## config.mk

```make
export PLATFORM = sky130hd
export DESIGN_NAME = bisection_ctrl
export DESIGN_NICKNAME = d
export VERILOG_FILES = /design/src/rtl/bisection_pkg.sv /design/src/rtl/bisection_timer.sv /design/src/rtl/bisection_ctrl.sv
export SDC_FILE = /design/constraint.sdc
export NUM_CORES = 1
export LEC_CHECK = 0
export CAP_MARGIN = 30
export CORE_MARGIN = 1.5
export CORE_UTILIZATION = 38
export CTS_BUF_LIST = sky130_fd_sc_hd__clkbuf_4 sky130_fd_sc_hd__clkbuf_8 sky130_fd_sc_hd__clkbuf_16
export DETAILED_ROUTE_END_ITERATION = 16
export SLEW_MARGIN = 20
export SYNTH_ARGS = -nofsm -noshare
export SYNTH_HDL_FRONTEND = slang
export SYNTH_SLANG_ARGS = --single-unit
```

## constraint.sdc

```tcl
create_clock -name clk -period 3.2 [get_ports clk]
set_clock_uncertainty 0.15 [all_clocks]
set_input_delay 0.32 -clock clk [delete_from_list [all_inputs] [get_ports clk]]
set_output_delay 0.32 -clock clk [all_outputs]
set_load 0.02 [all_outputs]
```

## src/rtl/bisection_pkg.sv

```systemverilog
// Shared definitions for the bisection search sequencer.
//   state_e         : FSM state encoding
//   DEF_*           : default parameter values
//   clog2()         : ceiling log2, usable in constant expressions
package bisection_pkg;

   localparam int unsigned DEF_BUS_WIDTH     = 10;
   localparam int unsigned DEF_SETTLE_CYCLES = 16;
   localparam int unsigned DEF_MEAS_TIMEOUT  = 1024;
   localparam int unsigned DEF_MAX_ITER      = 12;
   localparam int unsigned DEF_STABLE_ITERS  = 2;

   typedef enum logic [3:0] {
      ST_IDLE,
      ST_INIT,
      ST_SETTLE,
      ST_TRIG,
      ST_WAIT,
      ST_UPDATE,
      ST_LATCH,
      ST_CHECK,
      ST_DONE,
      ST_ERROR
   } state_e;

   function automatic int unsigned clog2(input int unsigned v);
      int unsigned r;
      r = 0;
      for (int i = 0; i < 32; i++) begin
         if ((32'd1 << i) < v) r = i + 1;
      end
      return r;
   endfunction

endpackage

```

## src/rtl/bisection_timer.sv

```systemverilog
// Loadable down-counter with a zero flag, shared by the settle and
// measurement-timeout phases of the sequencer.
//   clk, rst_n : clock, synchronous active-low reset
//   load       : load load_val (has priority over dec)
//   dec        : decrement, saturating at zero
//   zero       : count is zero
module bisection_timer #(
   parameter int unsigned W = 8
) (
   input  logic         clk,
   input  logic         rst_n,
   input  logic         load,
   input  logic [W-1:0] load_val,
   input  logic         dec,
   output logic         zero
);

   logic [W-1:0] count_q, count_d;

   always_comb begin
      count_d = count_q;
      if (load) begin
         count_d = load_val;
      end else if (dec && (count_q != '0)) begin
         count_d = count_q - 1'b1;
      end
   end

   always_ff @(posedge clk) begin
      if (!rst_n) count_q <= '0;
      else        count_q <= count_d;
   end

   assign zero = (count_q == '0);

endmodule

```

## src/rtl/bisection_ctrl.sv

```systemverilog
// Sequencer for the bisection current-reference search core: re-initialises
// the core, settles, triggers a Q measurement, strobes the core update and
// checks for convergence, with a per-measurement timeout and iteration cap.
//   clk, rst_n            : clock, synchronous active-low reset
//   start, abort          : control (start sampled in IDLE only; abort wins)
//   meas_start/done/value : measurement front-end handshake
//   srch_*, q_measured    : search core controls and measured value
//   i_ref                 : current midpoint from the core
//   busy, done, err_*     : status (done/err_* sticky until next start)
//   i_ref_final, iter_count : converged result, completed iterations
//
// state  | meaning
// IDLE   | waiting for start
// INIT   | one-cycle core re-initialisation pulse
// SETTLE | waiting for DAC / current reference to settle
// TRIG   | one-cycle measurement trigger
// WAIT   | waiting for meas_done or timeout
// UPDATE | one-cycle core update strobe
// LATCH  | two cycles for core bounds then midpoint to update
// CHECK  | convergence / iteration-cap decision
// DONE   | converged, hold until start released
// ERROR  | timeout or no convergence, hold until start released
module bisection_ctrl
   import bisection_pkg::*;
#(
   parameter int unsigned BUS_WIDTH     = DEF_BUS_WIDTH,
   parameter int unsigned SETTLE_CYCLES = DEF_SETTLE_CYCLES,
   parameter int unsigned MEAS_TIMEOUT  = DEF_MEAS_TIMEOUT,
   parameter int unsigned MAX_ITER      = DEF_MAX_ITER,
   parameter int unsigned STABLE_ITERS  = DEF_STABLE_ITERS
) (
   input  logic                              clk,
   input  logic                              rst_n,
   input  logic                              start,
   input  logic                              abort,
   output logic                              meas_start,
   input  logic                              meas_done,
   input  logic [BUS_WIDTH-1:0]              meas_value,
   output logic                              srch_rst,
   output logic                              srch_enable,
   output logic                              srch_mux,
   output logic                              srch_ready,
   output logic [BUS_WIDTH-1:0]              q_measured,
   input  logic [BUS_WIDTH-1:0]              i_ref,
   output logic                              busy,
   output logic                              done,
   output logic                              err_timeout,
   output logic                              err_noconv,
   output logic [BUS_WIDTH-1:0]              i_ref_final,
   output logic [clog2(MAX_ITER+1)-1:0]      iter_count
);

   localparam int unsigned IW   = clog2(MAX_ITER + 1);
   localparam int unsigned SW   = clog2(STABLE_ITERS + 1);
   localparam int unsigned TMAX = (SETTLE_CYCLES > MEAS_TIMEOUT) ? SETTLE_CYCLES : MEAS_TIMEOUT;
   localparam int unsigned TW   = clog2(TMAX + 1);

   // Timer reaches zero on the last cycle of the phase it times.
   localparam logic [TW-1:0] SETTLE_LOAD = TW'(SETTLE_CYCLES - 1);
   // The timeout is counted from the trigger cycle, so WAIT itself runs one
   // cycle shorter than MEAS_TIMEOUT.
   localparam logic [TW-1:0] TIMEOUT_LOAD = TW'(MEAS_TIMEOUT - 2);
   localparam logic [TW-1:0] LATCH_LOAD   = TW'(1);
   localparam logic [IW-1:0] ITER_MAX     = IW'(MAX_ITER);
   localparam logic [SW-1:0] STABLE_MAX   = SW'(STABLE_ITERS);

   state_e                state_q, state_d;
   logic [BUS_WIDTH-1:0]  q_meas_q, q_meas_d;
   logic [BUS_WIDTH-1:0]  prev_iref_q, prev_iref_d;
   logic [BUS_WIDTH-1:0]  iref_final_q, iref_final_d;
   logic [IW-1:0]         iter_q, iter_d, iter_inc;
   logic [SW-1:0]         stable_q, stable_d, stable_inc;
   logic                  done_q, done_d;
   logic                  err_to_q, err_to_d;
   logic                  err_nc_q, err_nc_d;

   logic                  tmr_load, tmr_dec, tmr_zero;
   logic [TW-1:0]         tmr_val;

   bisection_timer #(.W(TW)) u_timer (
      .clk      (clk),
      .rst_n    (rst_n),
      .load     (tmr_load),
      .load_val (tmr_val),
      .dec      (tmr_dec),
      .zero     (tmr_zero)
   );

   always_comb begin
      state_d      = state_q;
      q_meas_d     = q_meas_q;
      prev_iref_d  = prev_iref_q;
      iref_final_d = iref_final_q;
      iter_d       = iter_q;
      stable_d     = stable_q;
      done_d       = done_q;
      err_to_d     = err_to_q;
      err_nc_d     = err_nc_q;
      tmr_load     = 1'b0;
      tmr_val      = '0;
      tmr_dec      = 1'b0;
      meas_start   = 1'b0;
      srch_rst     = 1'b0;
      srch_ready   = 1'b0;
      srch_enable  = 1'b0;
      srch_mux     = 1'b0;
      busy         = 1'b0;
      iter_inc     = (iter_q == '1) ? iter_q : iter_q + 1'b1;
      stable_inc   = '0;
      if (i_ref == prev_iref_q) begin
         stable_inc = (stable_q == '1) ? stable_q : stable_q + 1'b1;
      end

      case (state_q)
         ST_IDLE: begin
            if (start) begin
               done_d   = 1'b0;
               err_to_d = 1'b0;
               err_nc_d = 1'b0;
               iter_d   = '0;
               stable_d = '0;
               state_d  = ST_INIT;
            end
         end
         ST_INIT: begin
            busy     = 1'b1;
            srch_rst = 1'b1;
            tmr_load = 1'b1;
            tmr_val  = SETTLE_LOAD;
            state_d  = ST_SETTLE;
         end
         ST_SETTLE: begin
            busy        = 1'b1;
            srch_enable = 1'b1;
            srch_mux    = 1'b1;
            if (tmr_zero) state_d = ST_TRIG;
            else          tmr_dec = 1'b1;
         end
         ST_TRIG: begin
            busy        = 1'b1;
            srch_enable = 1'b1;
            srch_mux    = 1'b1;
            meas_start  = 1'b1;
            tmr_load    = 1'b1;
            tmr_val     = TIMEOUT_LOAD;
            state_d     = ST_WAIT;
         end
         ST_WAIT: begin
            busy        = 1'b1;
            srch_enable = 1'b1;
            srch_mux    = 1'b1;
            if (meas_done) begin
               q_meas_d = meas_value;
               state_d  = ST_UPDATE;
            end else if (tmr_zero) begin
               err_to_d = 1'b1;
               state_d  = ST_ERROR;
            end else begin
               tmr_dec = 1'b1;
            end
         end
         ST_UPDATE: begin
            busy        = 1'b1;
            srch_enable = 1'b1;
            srch_mux    = 1'b1;
            srch_ready  = 1'b1;
            prev_iref_d = i_ref;
            tmr_load    = 1'b1;
            tmr_val     = LATCH_LOAD;
            state_d     = ST_LATCH;
         end
         ST_LATCH: begin
            busy        = 1'b1;
            srch_enable = 1'b1;
            srch_mux    = 1'b1;
            if (tmr_zero) state_d = ST_CHECK;
            else          tmr_dec = 1'b1;
         end
         ST_CHECK: begin
            busy        = 1'b1;
            srch_enable = 1'b1;
            srch_mux    = 1'b1;
            iter_d      = iter_inc;
            stable_d    = stable_inc;
            // Convergence is checked first so a result found on the last
            // allowed iteration still counts as converged.
            if (stable_inc >= STABLE_MAX) begin
               iref_final_d = i_ref;
               done_d       = 1'b1;
               state_d      = ST_DONE;
            end else if (iter_inc >= ITER_MAX) begin
               err_nc_d = 1'b1;
               state_d  = ST_ERROR;
            end else begin
               tmr_load = 1'b1;
               tmr_val  = SETTLE_LOAD;
               state_d  = ST_SETTLE;
            end
         end
         ST_DONE, ST_ERROR: begin
            if (!start) state_d = ST_IDLE;
         end
         default: state_d = ST_IDLE;
      endcase

      // Abort overrides any transition and any flag/counter change made
      // in the same cycle.
      if (abort) begin
         state_d      = ST_IDLE;
         done_d       = done_q;
         err_to_d     = err_to_q;
         err_nc_d     = err_nc_q;
         iter_d       = iter_q;
         stable_d     = stable_q;
         iref_final_d = iref_final_q;
      end
   end

   always_ff @(posedge clk) begin
      if (!rst_n) begin
         state_q      <= ST_IDLE;
         q_meas_q     <= '0;
         prev_iref_q  <= '0;
         iref_final_q <= '0;
         iter_q       <= '0;
         stable_q     <= '0;
         done_q       <= 1'b0;
         err_to_q     <= 1'b0;
         err_nc_q     <= 1'b0;
      end else begin
         state_q      <= state_d;
         q_meas_q     <= q_meas_d;
         prev_iref_q  <= prev_iref_d;
         iref_final_q <= iref_final_d;
         iter_q       <= iter_d;
         stable_q     <= stable_d;
         done_q       <= done_d;
         err_to_q     <= err_to_d;
         err_nc_q     <= err_nc_d;
      end
   end

   assign q_measured  = q_meas_q;
   assign i_ref_final = iref_final_q;
   assign iter_count  = iter_q;
   assign done        = done_q;
   assign err_timeout = err_to_q;
   assign err_noconv  = err_nc_q;

endmodule

```

==> run_results.csv, run 1 <==
group,metric,value,unit
worst_setup_path,crit_arrival,2.34,ns
pwr,powerDensity,360,nW/µm²
worst_setup_path,ff2ff_path_depth,7,
sta,fin_setup_tns,0,ns
pwr,ir_drop,142,µV
synth,synth_area_leader_cell,"dfxtp_1",
clocking,path_clk_slew,0.09,ns
routing,first_iter_violations,88,
worst_setup_path,critPathCaptureType,"output pin",
routing,drt-vias-per-instance,5.04,
placement,dp.cells,461,
clocking,numClockSinks,54,
clocking,cts-root-buf,"clkbuf_8",
routing,drc,0,
clocking,cts_tree,"yes",
synth,syn-mean-instance-area,8.55,µm²
floorplan,dieArea,7670,µm²
clocking,cts_post_setup_buffers_inserted,0,
synth,synthFlopType,"dfxtp_1",
sta,slew_violations,0,
placement,io_buffer_count,57,
synth,synthDistinctLibCells,59,
synth,yosysTopAreaCellShare,0.398,
worst_setup_path,crit_path_start_kind,"flop",
floorplan,core,6870,µm²
final_layout,layout.nets,399,
worst_hold_path,hold_start,"done",
floorplan,fp.dieW,87.6,µm
floorplan,io_pins,58,
global_route,grt-busiest-layer,"met2",
global_route,gr-usage-all-layers,0.174,
global_route,grt_use_met3,0.0368,
floorplan,num_rows,30,
sta,rsz0062_at_grt,"no",
worst_setup_path,regToRegStartpoint,"u_timer.count_q[0]",
synth,synth_fp_nets,345,
worst_hold_path,holdPathStages,2,
final_layout,stdcell_count,468,
routing,first_pass_iters,4,
flow_run,cap_violations,0,
final_layout,syn2layout_area_growth,27.3,%
final_layout,fillers,678,
routing,route.antenna.remaining_nets,0,
global_route,grt_use_met1,0.238,
sta,min_period_over_period,0.877,
synth,async_flop_share,0,
outcome,status,"completed",
synth,syn_inst,318,
final_layout,fin_area,3460,µm²
placement,place_area,3380,µm²
clocking,clk_path_buf_depth,2,
worst_setup_path,crit_type,"flop to output pin",
routing,wl_per_cell,13.5,µm
synth,synth_seq_cells,54,
sta,setup_viol_count_final,0,
synth,ys_warn_count,0,
worst_setup_path,timing.rr.end,"u_timer.count_q[5]",
worst_setup_path,required,2.73,ns
clocking,cts_resized,0,
worst_setup_path,cp_max_fo,12,
global_route,grt_pass1_wl,10600,µm
routing,finalWirelength,6300,µm
global_route,use_met2,0.277,
synth,synth_edf_count,0,
placement,dp_hpwl,4560,µm
global_route,antenna_found_initial,0,
placement,gp_congestion,0.764,
clocking,numCtsBuffers,5,
clocking,hold_buffers,0,
global_route,grt_max_degree,34,
routing,vias,2360,
sta,tightest_slew,0.716,ns
final_layout,drive_gt1_frac,0.0914,
sta,maxSlewHeadroom,0.520,
floorplan,die_h,87.6,µm
worst_hold_path,hold_path_end,"done",
synth,synth_area_leaders,"dfxtp_1, nand2_1, mux2i_1",
pwr,power.leakage,1.35,nW
synth,syn-cell-area,2720,µm²
worst_setup_path,rrSetupSlack,0.90,ns
global_route,grt_pass1_vias,2219,
worst_hold_path,hp-class,"flop to flop",
synth,yosysSeqAreaShare,0.398,
sta,fmaxAchievable,356,MHz
sta,hold_violations,0,
clocking,clock_latency,0.30,ns
worst_setup_path,startpoint,"state_q[1]",
final_layout,n_antenna_cell,0,
floorplan,initial_utilization,0.396,
clocking,h-tree-depth,2,
global_route,overflow,0,
sta,finalCriticalPeriod,2.81,ns
==> routing by layer <==
metal / wire (µm) / share of wire / vias to the layer above
met3: 359 / 0.057 / 7
met5: 0 / 0 / -
met2: 2920 / 0.46 / 60
met1: 2950 / 0.47 / 1072
li1: - / - / 1221
met4: 72 / 0.011 / 0
==> cell usage in the layout, fill, tap and decap left out, types with 2 or more instances in the layout <==
| cell | n |
|---|---|
| nand3_1 | 17 |
| xnor2_1 | 4 |
| o21ai_0 | 19 |
| o2111a_1 | 3 |
| o21ai_1 | 2 |
| a21boi_0 | 13 |
| and4_1 | 2 |
| o211a_1 | 3 |
| nor3_1 | 9 |
| xor2_1 | 11 |
| ha_1 | 2 |
| nand2b_1 | 3 |
| nand4_1 | 2 |
| clkbuf_8 | 5 |
| nand2_1 | 51 |
| nor2_1 | 17 |
| clkinv_2 | 2 |
| inv_1 | 7 |
| nand4b_1 | 2 |
| a21oi_1 | 11 |
| buf_4 | 10 |
| nor2b_1 | 12 |
| and2_1 | 3 |
| nand3b_1 | 2 |
| mux2i_1 | 13 |
| clkdlybuf4s50_1 | 57 |
| or3_1 | 3 |
| dfxtp_1 | 54 |
| nor3b_1 | 2 |
| nor4_1 | 5 |
==> flip-flops by register name, indices dropped and copies added (netlist names) <==
name and cells:
q_measured 10, prev_iref_q 10, stable_q 2, err_timeout 1
u_timer.count_q 11, err_noconv 1, iter_count 4, state_q 4
i_ref_final 10, done 1
==> worst max-delay path, stage by stage, from the launching register on <==
cell             delay, ns
dfxtp_1               0.60
inv_1                 0.20
or3_1                 0.55
inv_1                 0.09
clkdlybuf4s50_1       0.59
==> how the worst max path moves through the flow <==
stage,cells after the start,slack (ns),endpoint
5_1_grt,4,0.27,meas_start
6_report,4,0.39,meas_start
4_1_cts,4,0.40,meas_start
3_5_place_dp,7,0.48,u_timer.count_q[1]
3_3_place_gp,7,0.55,u_timer.count_q[1]
2_1_floorplan,8,1.08,state_q[1]
==> power breakdown <==
part           leakage (nW)  internal, W  switching, W
Combinational         0.865    0.0000934     0.0000900
Clock                0.0438     0.000148      0.000219
Sequential            0.436     0.000681     0.0000144
==> cells by family after synthesis <==
group / Yosys count / synth area share
AO/OA/AOI/OAI: 67 / 0.181
XOR/XNOR: 15 / 0.0483
adder cells (fa/ha/maj): 2 / 0.00921
buffers and inverters: 27 / 0.0470
flip-flops: 54 / 0.398
multiplexers: 13 / 0.0479
AND/OR/NAND/NOR: 140 / 0.269
==> cells in the mapped netlist, types with 3 or more instances <==
cell and n:
mux2i_1 13, nor2b_1 12, buf_2 3, nor3_1 9, and2_1 3, nand3_1 17, a21boi_0 13, nand2b_1 3
nor4_1 5, xor2_1 11, inv_1 7, clkbuf_1 12, nor2_1 17, or3_1 3, o21ai_0 19, a21oi_1 11
dfxtp_1 54, xnor2_1 4, o211a_1 3, o2111a_1 3, nand2_1 51
==> per-stage QoR <==
step	setup slack, ns	hold slack (ns)	total power [W]	utilization
global route	0.274	0.318	0.00131	0.504
finish	0.395	0.300	0.00125	0.504
CTS	0.402	0.301	0.00127	0.504
floorplan	1.08	0.261	0.000824	-
global placement	0.549	0.281	0.000892	0.492
detailed placement	0.484	0.288	0.000895	0.492
==> area by class of cell <==
cell class              instances  area, µm²  share of cell area
clock inverters                 2       10.0             0.00289
clock buffers                   5       68.8              0.0199
inverters                       7       26.3             0.00759
flip-flops and latches         54       1080               0.312
repair buffers                 67        646               0.187
well taps                      96        120              0.0347
multi-input cells             237       1510               0.436
(Power assumes the default switching activity.)
==> run 2: changes to the inputs <==
ABC_AREA = 0   (was unset)
CORE_ASPECT_RATIO = 2   (was unset)
RECOVER_POWER = 100   (was unset)
==> run_results.csv, run 2 (same netlist as run 1, synthesis figures left out) <==
group,metric,value,unit
pwr,power_frac_clock,0.391,
routing,drc,0,
clocking,cts_tree,"yes",
final_layout,layout.nets,397,
routing,first_pass_iters,4,
flow_run,cap_violations,0,
worst_setup_path,crit_type,"flop to flop",
clocking,clock_latency,0.30,ns
final_layout,drive_gt1_frac,0.0782,
sta,setup_viol_count_final,0,
floorplan,io_pins,58,
worst_setup_path,rrSetupSlack,0.34,ns
clocking,cts_post_setup_buffers_inserted,0,
global_route,grt_pass1_wl,11000,µm
routing,first_iter_violations,69,
global_route,overflow,0,
pwr,p_switching,0.000362,W
clocking,numCtsBuffers,5,
worst_setup_path,crit_slowest_cell,"nor3_1",
global_route,grt_use_met1,0.178,
global_route,use_met2,0.370,
clocking,hold_buffers,0,
floorplan,die_h,123,µm
worst_hold_path,holdPathStages,2,
clocking,cts-root-buf,"clkbuf_16",
worst_setup_path,ff2ff_path_depth,7,
worst_setup_path,path_cells,"inv_1 -> ha_1 -> or4b_1 -> nor3_1 -> nor2b_1 -> or2_4 -> o2111a_1",
clocking,clk_path_buf_depth,2,
worst_setup_path,regToRegStartpoint,"u_timer.count_q[0]",
worst_setup_path,timing.rr.end,"u_timer.count_q[9]",
pwr,powerDensity,411,nW/µm²
global_route,grt-busiest-layer,"met2",
sta,maxSlewHeadroom,0.468,
global_route,antenna_found_initial,0,
global_route,grt_use_met3,0.0275,
floorplan,fp.dieW,62.8,µm
worst_setup_path,critPathCaptureType,"flop",
worst_setup_path,cpPeakStageDelay,0.56,ns
worst_setup_path,crit_family,"simple AND/OR/NAND/NOR gates",
final_layout,fillers,689,
clocking,numClockSinks,54,
sta,min_period_over_period,0.893,
pwr,p_seq_frac,0.486,
clocking,h-tree-depth,2,
final_layout,n_antenna_cell,0,
placement,io_buffer_count,57,
final_layout,largest_register,"u_timer.count_q",
worst_setup_path,worst-path-buf-inv,1,
pwr,ir_drop,358,µV
worst_setup_path,crit_path_start_kind,"flop",
pwr,combPwrFrac,0.123,
sta,fmaxAchievable,350,MHz
floorplan,num_rows,43,
placement,dp_hpwl,5070,µm
worst_hold_path,hp-class,"flop to flop",
routing,route.antenna.remaining_nets,0,
clocking,cts_resized,0,
floorplan,dieArea,7700,µm²
worst_hold_path,hold_path_end,"u_timer.count_q[10]",
sta,finalCriticalPeriod,2.86,ns
pwr,p_int,0.00107,W
final_layout,mostFrequentLayoutCell,"dfxtp_1",
worst_setup_path,required,3.24,ns
routing,vias,2391,
worst_setup_path,crit_arrival,2.89,ns
worst_hold_path,hold_start,"u_timer.count_q[10]",
placement,gp_congestion,0.781,
sta,hold_violations,0,
final_layout,largest_reg_flops,11,
sta,slew_violations,0,
floorplan,initial_utilization,0.392,
sta,rsz0062_at_grt,"no",
global_route,grt_max_degree,34,
sta,fin_setup_tns,0,ns
pwr,p_sw_frac,0.253,
floorplan,core,6940,µm²
routing,wl_per_cell,14.7,µm
final_layout,final_cell_mix,"dfxtp_1, nand2_1, dlygate4sd3_1, clkdlybuf4s50_1, o21ai_0",
routing,drt-vias-per-instance,5.19,
sta,timing.hold.ws,0.307,ns
worst_setup_path,cp_max_fo,10,
routing,finalWirelength,6800,µm
clocking,path_clk_slew,0.07,ns
global_route,grt_pass1_vias,2343,
final_layout,syn2layout_area_growth,28.0,%
sta,tightest_slew,0.796,ns
global_route,gr-usage-all-layers,0.182,
pwr,power.leakage,1.47,nW
outcome,status,"completed",
[run 2: worst max path at each step]
stage,from,end,cells after the start
after floorplan,u_timer.count_q[0],state_q[1],8
after global placement,i_ref[3],u_timer.count_q[1],7
after detailed placement,i_ref[3],u_timer.count_q[1],7
after CTS,state_q[1],meas_start,4
after global routing,u_timer.count_q[0],state_q[1],7
final,u_timer.count_q[0],u_timer.count_q[9],7
[run 2: power groups by stage]
stage	clock network (W)	registers, W	logic, W
after floorplan	0	0.000706	0.000118
after global placement	0	0.000710	0.000184
after detailed placement	0	0.000711	0.000186
after CTS	0.000575	0.000695	0.000187
after global routing	0.000596	0.000696	0.000193
final	0.000559	0.000695	0.000176
[run 2: through the flow]
stage	std cells	power (W)	worst slack (ns)	cell area [µm²]	utilization
detailed placement	453	0.000897	0.520	3350	0.483
global placement	453	0.000894	0.583	3350	0.483
global route	461	0.00149	0.232	3480	0.501
finish	461	0.00143	0.342	3480	0.501
CTS	461	0.00146	0.427	3500	0.505
floorplan	318	0.000824	1.08	2720	-
[run 2: routing by layer]
| metal | up-vias | part of all wire |
|---|---|---|
| met5 | - | 0 |
| met4 | 0 | 0.015 |
| met3 | 6 | 0.022 |
| met2 | 34 | 0.58 |
| met1 | 1133 | 0.38 |
| li1 | 1218 | - |
[run 2: tightest hold or removal path, stage by stage, from the launching register on]
cell and delay [ns]:
dfxtp_1 0.31, nand2_1 0.06, a211oi_1 0.04
[run 2: layout make-up]
cell class / instances / area, µm² / area share
Multi-Input combinational cell: 237 / 1490 / 0.429
Tap cell: 90 / 113 / 0.0324
Inverter: 7 / 26.3 / 0.00755
Clock buffer: 6 / 133 / 0.0381
Timing Repair Buffer: 65 / 618 / 0.178
Clock inverter: 2 / 16.3 / 0.00468
Sequential cell: 54 / 1080 / 0.311
